`src/rtl/ram_rd_sched_pkg.sv`:
```
// Shared types and sizing helpers for the cache read-burst scheduler.
package rd_sched_pkg;

    typedef enum logic [1:0] {
        IDLE  = 2'd0,
        ISSUE = 2'd1,
        DATA  = 2'd2
    } state_t;

    function automatic int num_req(input int log2n);
        return 1 << log2n;
    endfunction

    function automatic int fifo_depth(input int log2d);
        return 1 << log2d;
    endfunction

endpackage

```
`src/rtl/ram_rd_sched_rr_arb.sv`:
```
// N-way round-robin arbiter: first asserted request at or after ptr wins.
module rd_sched_rr_arb #(
    parameter int N  = 4,
    parameter int IW = 2
) (
    input  logic [N-1:0]  req,
    input  logic [IW-1:0] ptr,
    output logic [N-1:0]  gnt,
    output logic [IW-1:0] idx,
    output logic          any
);

    logic [IW-1:0] j;

    // N is a power of two, so ptr + i wraps for free
    always_comb begin
        gnt = '0;
        idx = '0;
        any = 1'b0;
        j   = '0;
        for (int i = 0; i < N; i++) begin
            j = ptr + IW'(i);
            if (!any && req[j]) begin
                any    = 1'b1;
                idx    = j;
                gnt[j] = 1'b1;
            end
        end
    end

endmodule

```
`src/rtl/ram_rd_sched.sv`:
```
// Cache read-burst scheduler: round-robin grant gated by FIFO room, one burst in flight.
// Optional data-phase watchdog enabled by defining RD_SCHED_TIMEOUT_EN.
import rd_sched_pkg::*;

module ram_rd_sched #(
    parameter int RAM_AW           = 8,
    parameter int FIFO_NUM_OBLK    = 2,
    parameter int FIFO_DEPTH_WIDTH = 4,
    parameter int TIMEOUT_CYC      = 1024
) (
    input  logic                                             clk,
    input  logic                                             rst,
    input  logic [(2**FIFO_NUM_OBLK)-1:0]                    req_valid,
    output logic [(2**FIFO_NUM_OBLK)-1:0]                    req_ready,
    input  logic [(2**FIFO_NUM_OBLK)*RAM_AW-1:0]             req_addr,
    input  logic [(2**FIFO_NUM_OBLK)*RAM_AW-1:0]             req_len,
    input  logic [(2**FIFO_NUM_OBLK)*(FIFO_DEPTH_WIDTH+1)-1:0] fifo_count,
    output logic                                             ren,
    output logic [RAM_AW-1:0]                                raddr,
    output logic [RAM_AW-1:0]                                rlength,
    input  logic                                             dvalid,
    input  logic                                             dlast,
    output logic [(2**FIFO_NUM_OBLK)-1:0]                    wr_sel,
    output logic                                             busy,
    output logic                                             len_err,
    output logic                                             timeout
);

    localparam int N  = num_req(FIFO_NUM_OBLK);
    localparam int IW = FIFO_NUM_OBLK;
    localparam int CW = FIFO_DEPTH_WIDTH + 1;
    localparam int LW = RAM_AW + 1;
    localparam logic [LW-1:0] DEPTH = LW'(fifo_depth(FIFO_DEPTH_WIDTH));

    state_t            state_q, state_d;
    logic [IW-1:0]     ptr_q, g_q;
    logic [RAM_AW-1:0] addr_q, len_q, beat_q;
    logic              len_err_q;
    logic              to_hit;

    logic [N-1:0]      eligible, arb_gnt, gsel;
    logic [IW-1:0]     arb_idx;
    logic              arb_any, zlen;
    logic [RAM_AW-1:0] addr_a [N];
    logic [RAM_AW-1:0] len_a  [N];

    // A burst is only eligible if the whole thing fits in the destination FIFO
    for (genvar i = 0; i < N; i++) begin : g_elig
        logic [LW-1:0] room;
        assign addr_a[i]   = req_addr[i*RAM_AW +: RAM_AW];
        assign len_a[i]    = req_len[i*RAM_AW +: RAM_AW];
        assign room        = DEPTH - LW'(fifo_count[i*CW +: CW]);
        assign eligible[i] = req_valid[i] & ({1'b0, len_a[i]} <= room);
    end

    rd_sched_rr_arb #(.N(N), .IW(IW)) u_arb (
        .req (eligible),
        .ptr (ptr_q),
        .gnt (arb_gnt),
        .idx (arb_idx),
        .any (arb_any)
    );

    assign zlen = arb_any && (len_a[arb_idx] == '0);
    assign gsel = N'(1) << g_q;

    always_ff @(posedge clk) begin
        if (rst) state_q <= IDLE;
        else     state_q <= state_d;
    end

    always_comb begin
        state_d = state_q;
        unique case (state_q)
            IDLE:    if (arb_any && !zlen) state_d = ISSUE;
            ISSUE:   state_d = DATA;
            DATA:    if ((dvalid && dlast) || to_hit) state_d = IDLE;
            default: state_d = IDLE;
        endcase
    end

    always_comb begin
        ren       = 1'b0;
        raddr     = '0;
        rlength   = '0;
        req_ready = '0;
        wr_sel    = '0;
        unique case (state_q)
            IDLE:    if (zlen && !rst) req_ready = arb_gnt;
            ISSUE: begin
                ren       = 1'b1;
                raddr     = addr_q;
                rlength   = len_q;
                req_ready = gsel;
                wr_sel    = gsel;
            end
            DATA:    wr_sel = gsel;
            default: ;
        endcase
    end

    assign busy    = (state_q != IDLE);
    assign len_err = len_err_q;

    always_ff @(posedge clk) begin
        if (rst) begin
            ptr_q     <= '0;
            g_q       <= '0;
            addr_q    <= '0;
            len_q     <= '0;
            beat_q    <= '0;
            len_err_q <= 1'b0;
        end else begin
            len_err_q <= 1'b0;
            unique case (state_q)
                IDLE: begin
                    if (zlen) begin
                        ptr_q <= arb_idx + 1'b1;
                    end else if (arb_any) begin
                        g_q    <= arb_idx;
                        addr_q <= addr_a[arb_idx];
                        len_q  <= len_a[arb_idx];
                    end
                end
                ISSUE: begin
                    ptr_q  <= g_q + 1'b1;
                    beat_q <= '0;
                end
                DATA: begin
                    if (dvalid) begin
                        beat_q <= beat_q + 1'b1;
                        if (dlast) len_err_q <= ((beat_q + 1'b1) != len_q);
                    end
                end
                default: ;
            endcase
        end
    end

`ifdef RD_SCHED_TIMEOUT_EN
    localparam int TW = (TIMEOUT_CYC > 2) ? $clog2(TIMEOUT_CYC) : 1;
    logic [TW-1:0] to_cnt;
    logic          to_q;

    assign to_hit  = (state_q == DATA) && (to_cnt == TW'(TIMEOUT_CYC - 1));
    assign timeout = to_q;

    // dlast on the limit cycle still completes the burst normally
    always_ff @(posedge clk) begin
        if (rst) begin
            to_cnt <= '0;
            to_q   <= 1'b0;
        end else begin
            to_cnt <= (state_q == DATA) ? to_cnt + 1'b1 : '0;
            to_q   <= to_hit && !(dvalid && dlast);
        end
    end
`else
    assign to_hit  = 1'b0;
    assign timeout = 1'b0;
`endif

endmodule

```
`config.mk`:
```
export PLATFORM = sky130hd
export DESIGN_NAME = ram_rd_sched
export DESIGN_NICKNAME = d
export VERILOG_FILES = /design/src/rtl/ram_rd_sched_pkg.sv /design/src/rtl/ram_rd_sched_rr_arb.sv /design/src/rtl/ram_rd_sched.sv
export SDC_FILE = /design/constraint.sdc
export NUM_CORES = 1
export LEC_CHECK = 0
export ABC_CLOCK_PERIOD_IN_PS = 6600
export BUFFER_PORTS_ARGS = -buffer_cell sky130_fd_sc_hd__buf_2
export CORE_ASPECT_RATIO = 1.75
export CORE_MARGIN = 8
export CORE_UTILIZATION = 50
export DETAILED_ROUTE_END_ITERATION = 12
export GPL_ROUTABILITY_DRIVEN = 0
export GPL_TIMING_DRIVEN = 0
export PLACE_DENSITY = 0.76
export SYNTH_ARGS = -nofsm -noshare
export SYNTH_HDL_FRONTEND = slang
export SYNTH_SLANG_ARGS = --single-unit
```
`constraint.sdc`:
```
create_clock -name clk -period 6.6 [get_ports clk]
set_clock_uncertainty 0.2 [all_clocks]
set_input_delay 1.32 -clock clk [delete_from_list [all_inputs] [get_ports clk]]
set_output_delay 1.32 -clock clk [all_outputs]
set_load 0.02 [all_outputs]
```
==> results.md, run 1 <==
* Outcome: finished with violations
* Failing checks: setup timing
* Setup violators final at 4
* Clk_lat worst skew at 0.28 ns
* Avg Synthesized Cell Area at 8.16 um2
* Unrepaired setup endpoints after global routing: yes
* Final Cycle Share at 108%
* Placed inst area at 0.00549 mm2
* Most common flop cell mapped by yosys: dfxtp_1
* Setup WS pre-CTS at -1.05 ns
* Routed vias at 5,043
* Fill cell count at 777
* Part of the power in combinational logic at 69.0%
* Core Region at 0.00904 mm2
* Sequential share of power at 17.2%
* Top sig layer: met4
* DR WL met2 at 8820 um
* First-pass GRT wire length at 24,800 um
* Asr flop ratio synth at 0%
* P_leak at 2.62 nW
* Area of the mapped netlist at 0.00463 mm2
* Yosys reg bits at 31
* Top cells by area, synth: ha_1 (14%), dfxtp_1 (13%), mux2i_1 (5.4%)
* Met3 wire length at 647 um
* Wirelength per Cell at 18.4 um
* Nets at 861
* Dpl hpwl at 12,400 um
* Diodes inserted at 0
* Switching share of total power at 46.8%
* All-Layer GR Usage at 24.5%
* Crit path kind: input port to output pin
* Kind of end point of the critical path: output pin
* HP Class: register to register
* PD cells at 269 mW/mm2
* Sequential fraction of the synthesis area at 13.4%
* IO Port Bufs at 118
* Crit path launch type: input port
* GR Overflow Total at 0
* Die Width at 88.7 um
* Met1 wire length at 5010 um
* Initial Util at 51.2%
* Final number of hold-violating endpoints at 0
* Top-area cell type share of the netlist area at 13.8%
* TritonCTS clock tree: built
* Worst Setup Slack, final at -0.515 ns
* Worst slew pin tran at 0.632 ns
* Count leader, synth: ha_1
* CP max FO at 5
* Number of synthesized flops with an enable pin at 0
* Arrival time at the worst endpoint at 5.59 ns
* Clock Power Share at 13.8%
* Die height at 143 um
* Final instance area at 0.00606 mm2
* Largest net degree at the start of global routing at 13
* Die footprint at 0.0127 mm2
* H-tree depth at 2
* Netlist cell types at 89
* Synth top cells by count: ha_1 (51), nand2_1 (43), inv_1 (38)
* Num CTS Buffers at 5
* Net switching power at 0.000763 W
* Post-DRT Antenna Nets at 0
* Remaining DRCs at 0
* Vias in the first global route at 5,450
* Share of layout cells above drive strength 1 at 35.5%
* Mapped Nets at 710
* Top Ports at 120
* Final Max Tran Viols at 0
* Drt total wl at 15,400 um
* Int Power at 0.000866 W
* Achievable frequency at 141 MHz
* Initial antenna violation count at 0
* Vias per cell at 6.02
* Max Cap Viol at 0
* VDD IR max at 0.000159 V
* Relative slew slack at 57.9%
* Iter 0 DRT Violations at 212
* Post-cts hold buffer count at 0
* Final Critical Period at 7.11 ns
* Clock sinks at 31
* Register clock-pin slew on the reported worst setup and hold paths at 0.05 ns
* Drt pass-1 iters at 5
* Row count at 46
* Clk root buf: clkbuf_16
* Area delta synth->final at 31.0%
* Syn. warnings at 0
* Worst path required time at 5.08 ns
* Clock buffer depth at 2
* Cell taking the most area after synthesis: ha_1
* Post-Syn Instances at 567
## final timing paths
path / cells past startpoint / end / slack (ns) / start
worst min-delay path: 2 / addr_q[5] / 0.26 / addr_q[5]
worst min register to register: 2 / addr_q[5] / 0.26 / addr_q[5]
worst max-delay path: 20 / req_ready[2] / -0.51 / fifo_count[10]
worst max register to register: 17 / addr_q[5] / 0.98 / ptr_q[0]
## cell families after synthesis
logic type / after synthesis / synth area share, %
buf+inv: 66 / 6.35
mux: 42 / 10.8
other cells: 1 / 0.0810
xor+xnor: 26 / 4.92
simple gates: 184 / 21.8
fa+ha+maj: 51 / 13.8
compound gates: 166 / 28.8
flops: 31 / 13.4
## layout make-up
type | count | area [um2] | area share (%)
timing repair buffer | 148 | 873 | 14.4
inverter | 38 | 163 | 2.68
tap | 120 | 150 | 2.48
clock inverter | 1 | 5.00 | 0.0826
buffer | 24 | 124 | 2.04
sequential | 31 | 621 | 10.2
multi-input combinational | 470 | 3990 | 65.8
clock buffer | 6 | 139 | 2.29
## sequential cells by signal, summed over array words and instances (netlist names)
register and flops:
addr_q 8, beat_q 8, g_q 2, len_err 1, len_q 8, ptr_q 2
state_q 2
## placed cells by master (no fill, tap or decap), drive strengths merged, types with 4 or more instances in the layout
cell type	Yosys	final
nor3b	4	4
a21o	7	7
a221oi	5	5
nor3	8	8
o32ai	6	6
o21ai	44	44
a31oi	6	6
xnor2	11	11
o31ai	4	4
mux2i	25	25
ha	51	51
a22oi	4	4
nand2b	18	18
inv	38	38
clkbuf	18	24
nand4	6	6
nor2	34	34
or4	13	13
a311oi	4	4
and3	4	4
o211ai	6	6
nand3	14	14
nor4	5	5
dfxtp	31	31
buf	10	154
and2	18	18
o41ai	4	4
a21oi	26	26
a211oi	8	8
xor2	15	15
nand4b	4	4
nand2	46	46
o22ai	6	6
mux2	12	12
mux4	5	5
## timing repair
item / 4_1_cts / 5_1_grt
endpoints found under the setup margin: 4 / 4
resized for setup: 53 / 4
cloned: 1 / 0
setup buffers: 26 / 3
pin swaps: 26 / 1
## power groups by stage
| stage | Sequential, W | Clock, W | Combinational, W |
|---|---|---|---|
| final | 0.000280 | 0.000225 | 0.00112 |
| after global routing | 0.000287 | 0.000236 | 0.00122 |
| after CTS | 0.000280 | 0.000227 | 0.00109 |
| after detailed placement | 0.000284 | 0 | 0.00100 |
| after global placement | 0.000281 | 0 | 0.000975 |
| after floorplan | 0.000270 | 0 | 0.000759 |
## stage by stage
step	total power [W]	TNS (ns)	util, %	hold WS, ns	cells
2_1_floorplan	0.00103	-0.585	-	0.238	567
3_5_place_dp	0.00129	-4.19	60.8	0.258	805
3_3_place_gp	0.00126	-4.21	60.8	0.249	805
5_1_grt	0.00174	-2.69	67.1	0.287	838
6_report	0.00163	-2.04	67.1	0.260	838
4_1_cts	0.00160	-1.67	66.7	0.260	836
## per-layer routing
layer  GRT usage, %  vias up
met3           2.88       75
met4           16.6        0
met5              0        -
met2           47.4      192
met1           22.3     2351
li1               -     2425
## critical path, stage by stage
cell	delay, ns
buf_2	0.13
inv_4	0.05
a31oi_4	0.21
inv_1	0.13
ha_1	0.34
nand4_1	0.18
a211oi_2	0.31
o32a_1	0.29
nor2_4	0.08
mux4_2	0.51
o32a_1	0.39
nand2_2	0.11
buf_6	0.12
mux4_2	0.31
a221o_1	0.33
nor4_4	0.26
buf_6	0.16
nand2_8	0.08
o22ai_4	0.14
buf_6	0.14
Power figures use the tool's default switching activity.
==> inputs of run 2 (changes only) <==
Settings changed: CORE_ASPECT_RATIO 1.75 to 0.9.
==> run 2 against run 1 <==
Net effect: the run still ends with setup timing left; via count increased by 3.8%; critical path depth increased by 1; setup slack improved by 0.0074 ns; total power decreased by 2.7%; sequential share of layout area decreased by 0.21 points; combinational power increased by 4%; first-iteration DRC count increased by 110%; maximum frequency increased by 0.10%; global-route usage decreased by 1.9 points; sequential power about the same; register-to-register slack got worse by 0.04 ns; flip-flop and latch count unchanged; critical path type unchanged; critical endpoint is now req_ready[0].
==> results.md, run 2 (synthesized netlist as in run 1, its figures left out) <==
* Outcome: finished with violations
* Failing checks: setup timing
* Nets at 873
* Crit path launch type: input port
* Top sig layer: met4
* Layout Cells excl Fill at 853
* Top Ports at 120
* PD cells at 256 mW/mm2
* Worst slew pin tran at 0.640 ns
* First-pass GRT wire length at 24,300 um
* DR WL met2 at 7490 um
* Final hold slack at 0.267 ns
* CP max FO at 7
* Hold Path End: addr_q[4]
* Core Region at 0.00904 mm2
* Routed vias at 5,235
* Worst Setup Slack, final at -0.507 ns
* Unrepaired setup endpoints after global routing: yes
* Die height at 107 um
* Fill cell count at 692
* P_leak at 2.67 nW
* Largest net degree at the start of global routing at 13
* Arrival time at the worst endpoint at 5.59 ns
* Wirelength per Cell at 18.1 um
* Drt pass-1 iters at 5
* Reg-to-Reg End: g_q[0]
* VDD IR max at 0.000130 V
* Area delta synth->final at 33.7%
* Drt total wl at 15,500 um
* Crit path kind: input port to output pin
* Register area at 621 um2
* Share of layout cells above drive strength 1 at 37.6%
* Kind of end point of the critical path: output pin
* Clock sinks at 31
* Initial Util at 51.2%
* Commonest non-fill, non-tap cell in the layout: buf_2
* Max Cap Viol at 0
* Met3 wire length at 1160 um
* Dpl hpwl at 11,600 um
* Met1 wire length at 6300 um
* Most frequent cells in the layout: buf_2 (113), ha_1 (46), buf_4 (41)
* Register clock-pin slew on the reported worst setup and hold paths at 0.07 ns
* Iter 0 DRT Violations at 450
* Final Max Tran Viols at 0
* GR Overflow Total at 0
* Clk_lat worst skew at 0.28 ns
* Num CTS Buffers at 5
* Setup violators final at 4
* Diodes inserted at 0
* Worst path required time at 5.08 ns
* Die Width at 117 um
* Top Registers: addr_q x8, beat_q x8, len_q x8
* IO Port Bufs at 118
* Final Cycle Share at 108%
* Remaining DRCs at 0
* Worst Hold Path Cells at 2
* Vias per cell at 6.14
* Final Critical Period at 7.11 ns
* TritonCTS clock tree: built
* Reg-to-Reg Start: ptr_q[0]
* Clock buffer depth at 2
* Crit path launch: fifo_count[1]
* Post-DRT Antenna Nets at 0
* All-Layer GR Usage at 22.6%
* Final number of hold-violating endpoints at 0
* Row count at 33
* HP Start: addr_q[4]
* Initial antenna violation count at 0
* Placed cell count at 807
* HP Class: register to register
* Vias in the first global route at 5,101
* Clk root buf: clkbuf_8
* Relative slew slack at 57.3%
* Die footprint at 0.0126 mm2
* H-tree depth at 2
* Multi-input logic area at 0.00407 mm2
* Core Util, Final at 68.4%
* Reg-to-reg slack, setup at 0.94 ns
* Achievable frequency at 141 MHz
* Reg2reg path depth at 16
[run 2: changes by cell type in the layout (fill, tap and decap cells not counted), moves of 3 or more]
cell       delta
buf_4        +12
clkbuf_16     -5
clkbuf_8      +4
nor2_2        -3
o21ai_0       -3
o21ai_1       +3
[run 2: worst max path at each step]
stage               depth (start not counted)      endpoint
global route                               23  req_ready[1]
detailed placement                         21  req_ready[0]
finish                                     21  req_ready[0]
floorplan                                  20  req_ready[0]
CTS                                        22  req_ready[0]
global placement                           21  req_ready[0]
[run 2: report_power, final]
part           switching, W  internal (W)  total, W
Sequential        0.0000446      0.000236  0.000281
Clock             0.0000712     0.0000740  0.000145
Combinational      0.000662      0.000498   0.00116
[run 2: final cells by class]
type | count | area share, %
multi-input combinational | 470 | 65.8
timing repair buffer | 160 | 15.8
sequential | 31 | 10.0
inverter | 38 | 2.67
tap | 122 | 2.47
buffer | 24 | 2.00
clock buffer | 7 | 1.23
clock inverter | 1 | 0.0809
[run 2: per-layer routing]
| layer | GRT usage, % | vias up |
|---|---|---|
| met5 | 0 | - |
| met4 | 8.97 | 0 |
| met3 | 4.61 | 48 |
| met2 | 38.8 | 275 |
| met1 | 27.4 | 2451 |
| li1 | - | 2461 |
[run 2: critical path, stage by stage]
cell and delay (ns):
buf_12 0.12, o41ai_4 0.36, buf_6 0.18, ha_1 0.27
nand4b_1 0.18, nor3b_4 0.07, buf_4 0.14, a211oi_4 0.30
nor2_4 0.08, mux4_2 0.51, buf_4 0.18, buf_4 0.15
o21ai_4 0.27, o22ai_1 0.18, a211oi_2 0.42, a221o_1 0.31
nor4_4 0.07, buf_6 0.14, nand2_8 0.09, o22ai_4 0.07
buf_6 0.15
[run 2: timing repair]
item / in CTS / in global routing
hold buffers: 0 / 0
endpoints found under the setup margin: 4 / 4
endpoints found under the hold margin: 0 / 0
resized for setup: 61 / 14
buffers inserted: 37 / 5
pin swaps: 40 / 9
[run 2: metrics by stage]
step	cell area (um2)	setup WS [ns]	total power (W)	TNS, ns
global route	6190	-0.649	0.00168	-2.57
global placement	5490	-0.967	0.00125	-3.86
floorplan	4750	-0.146	0.00103	-0.585
detailed placement	5490	-0.998	0.00128	-3.96
CTS	6070	-0.325	0.00152	-1.28
finish	6190	-0.507	0.00158	-2.01
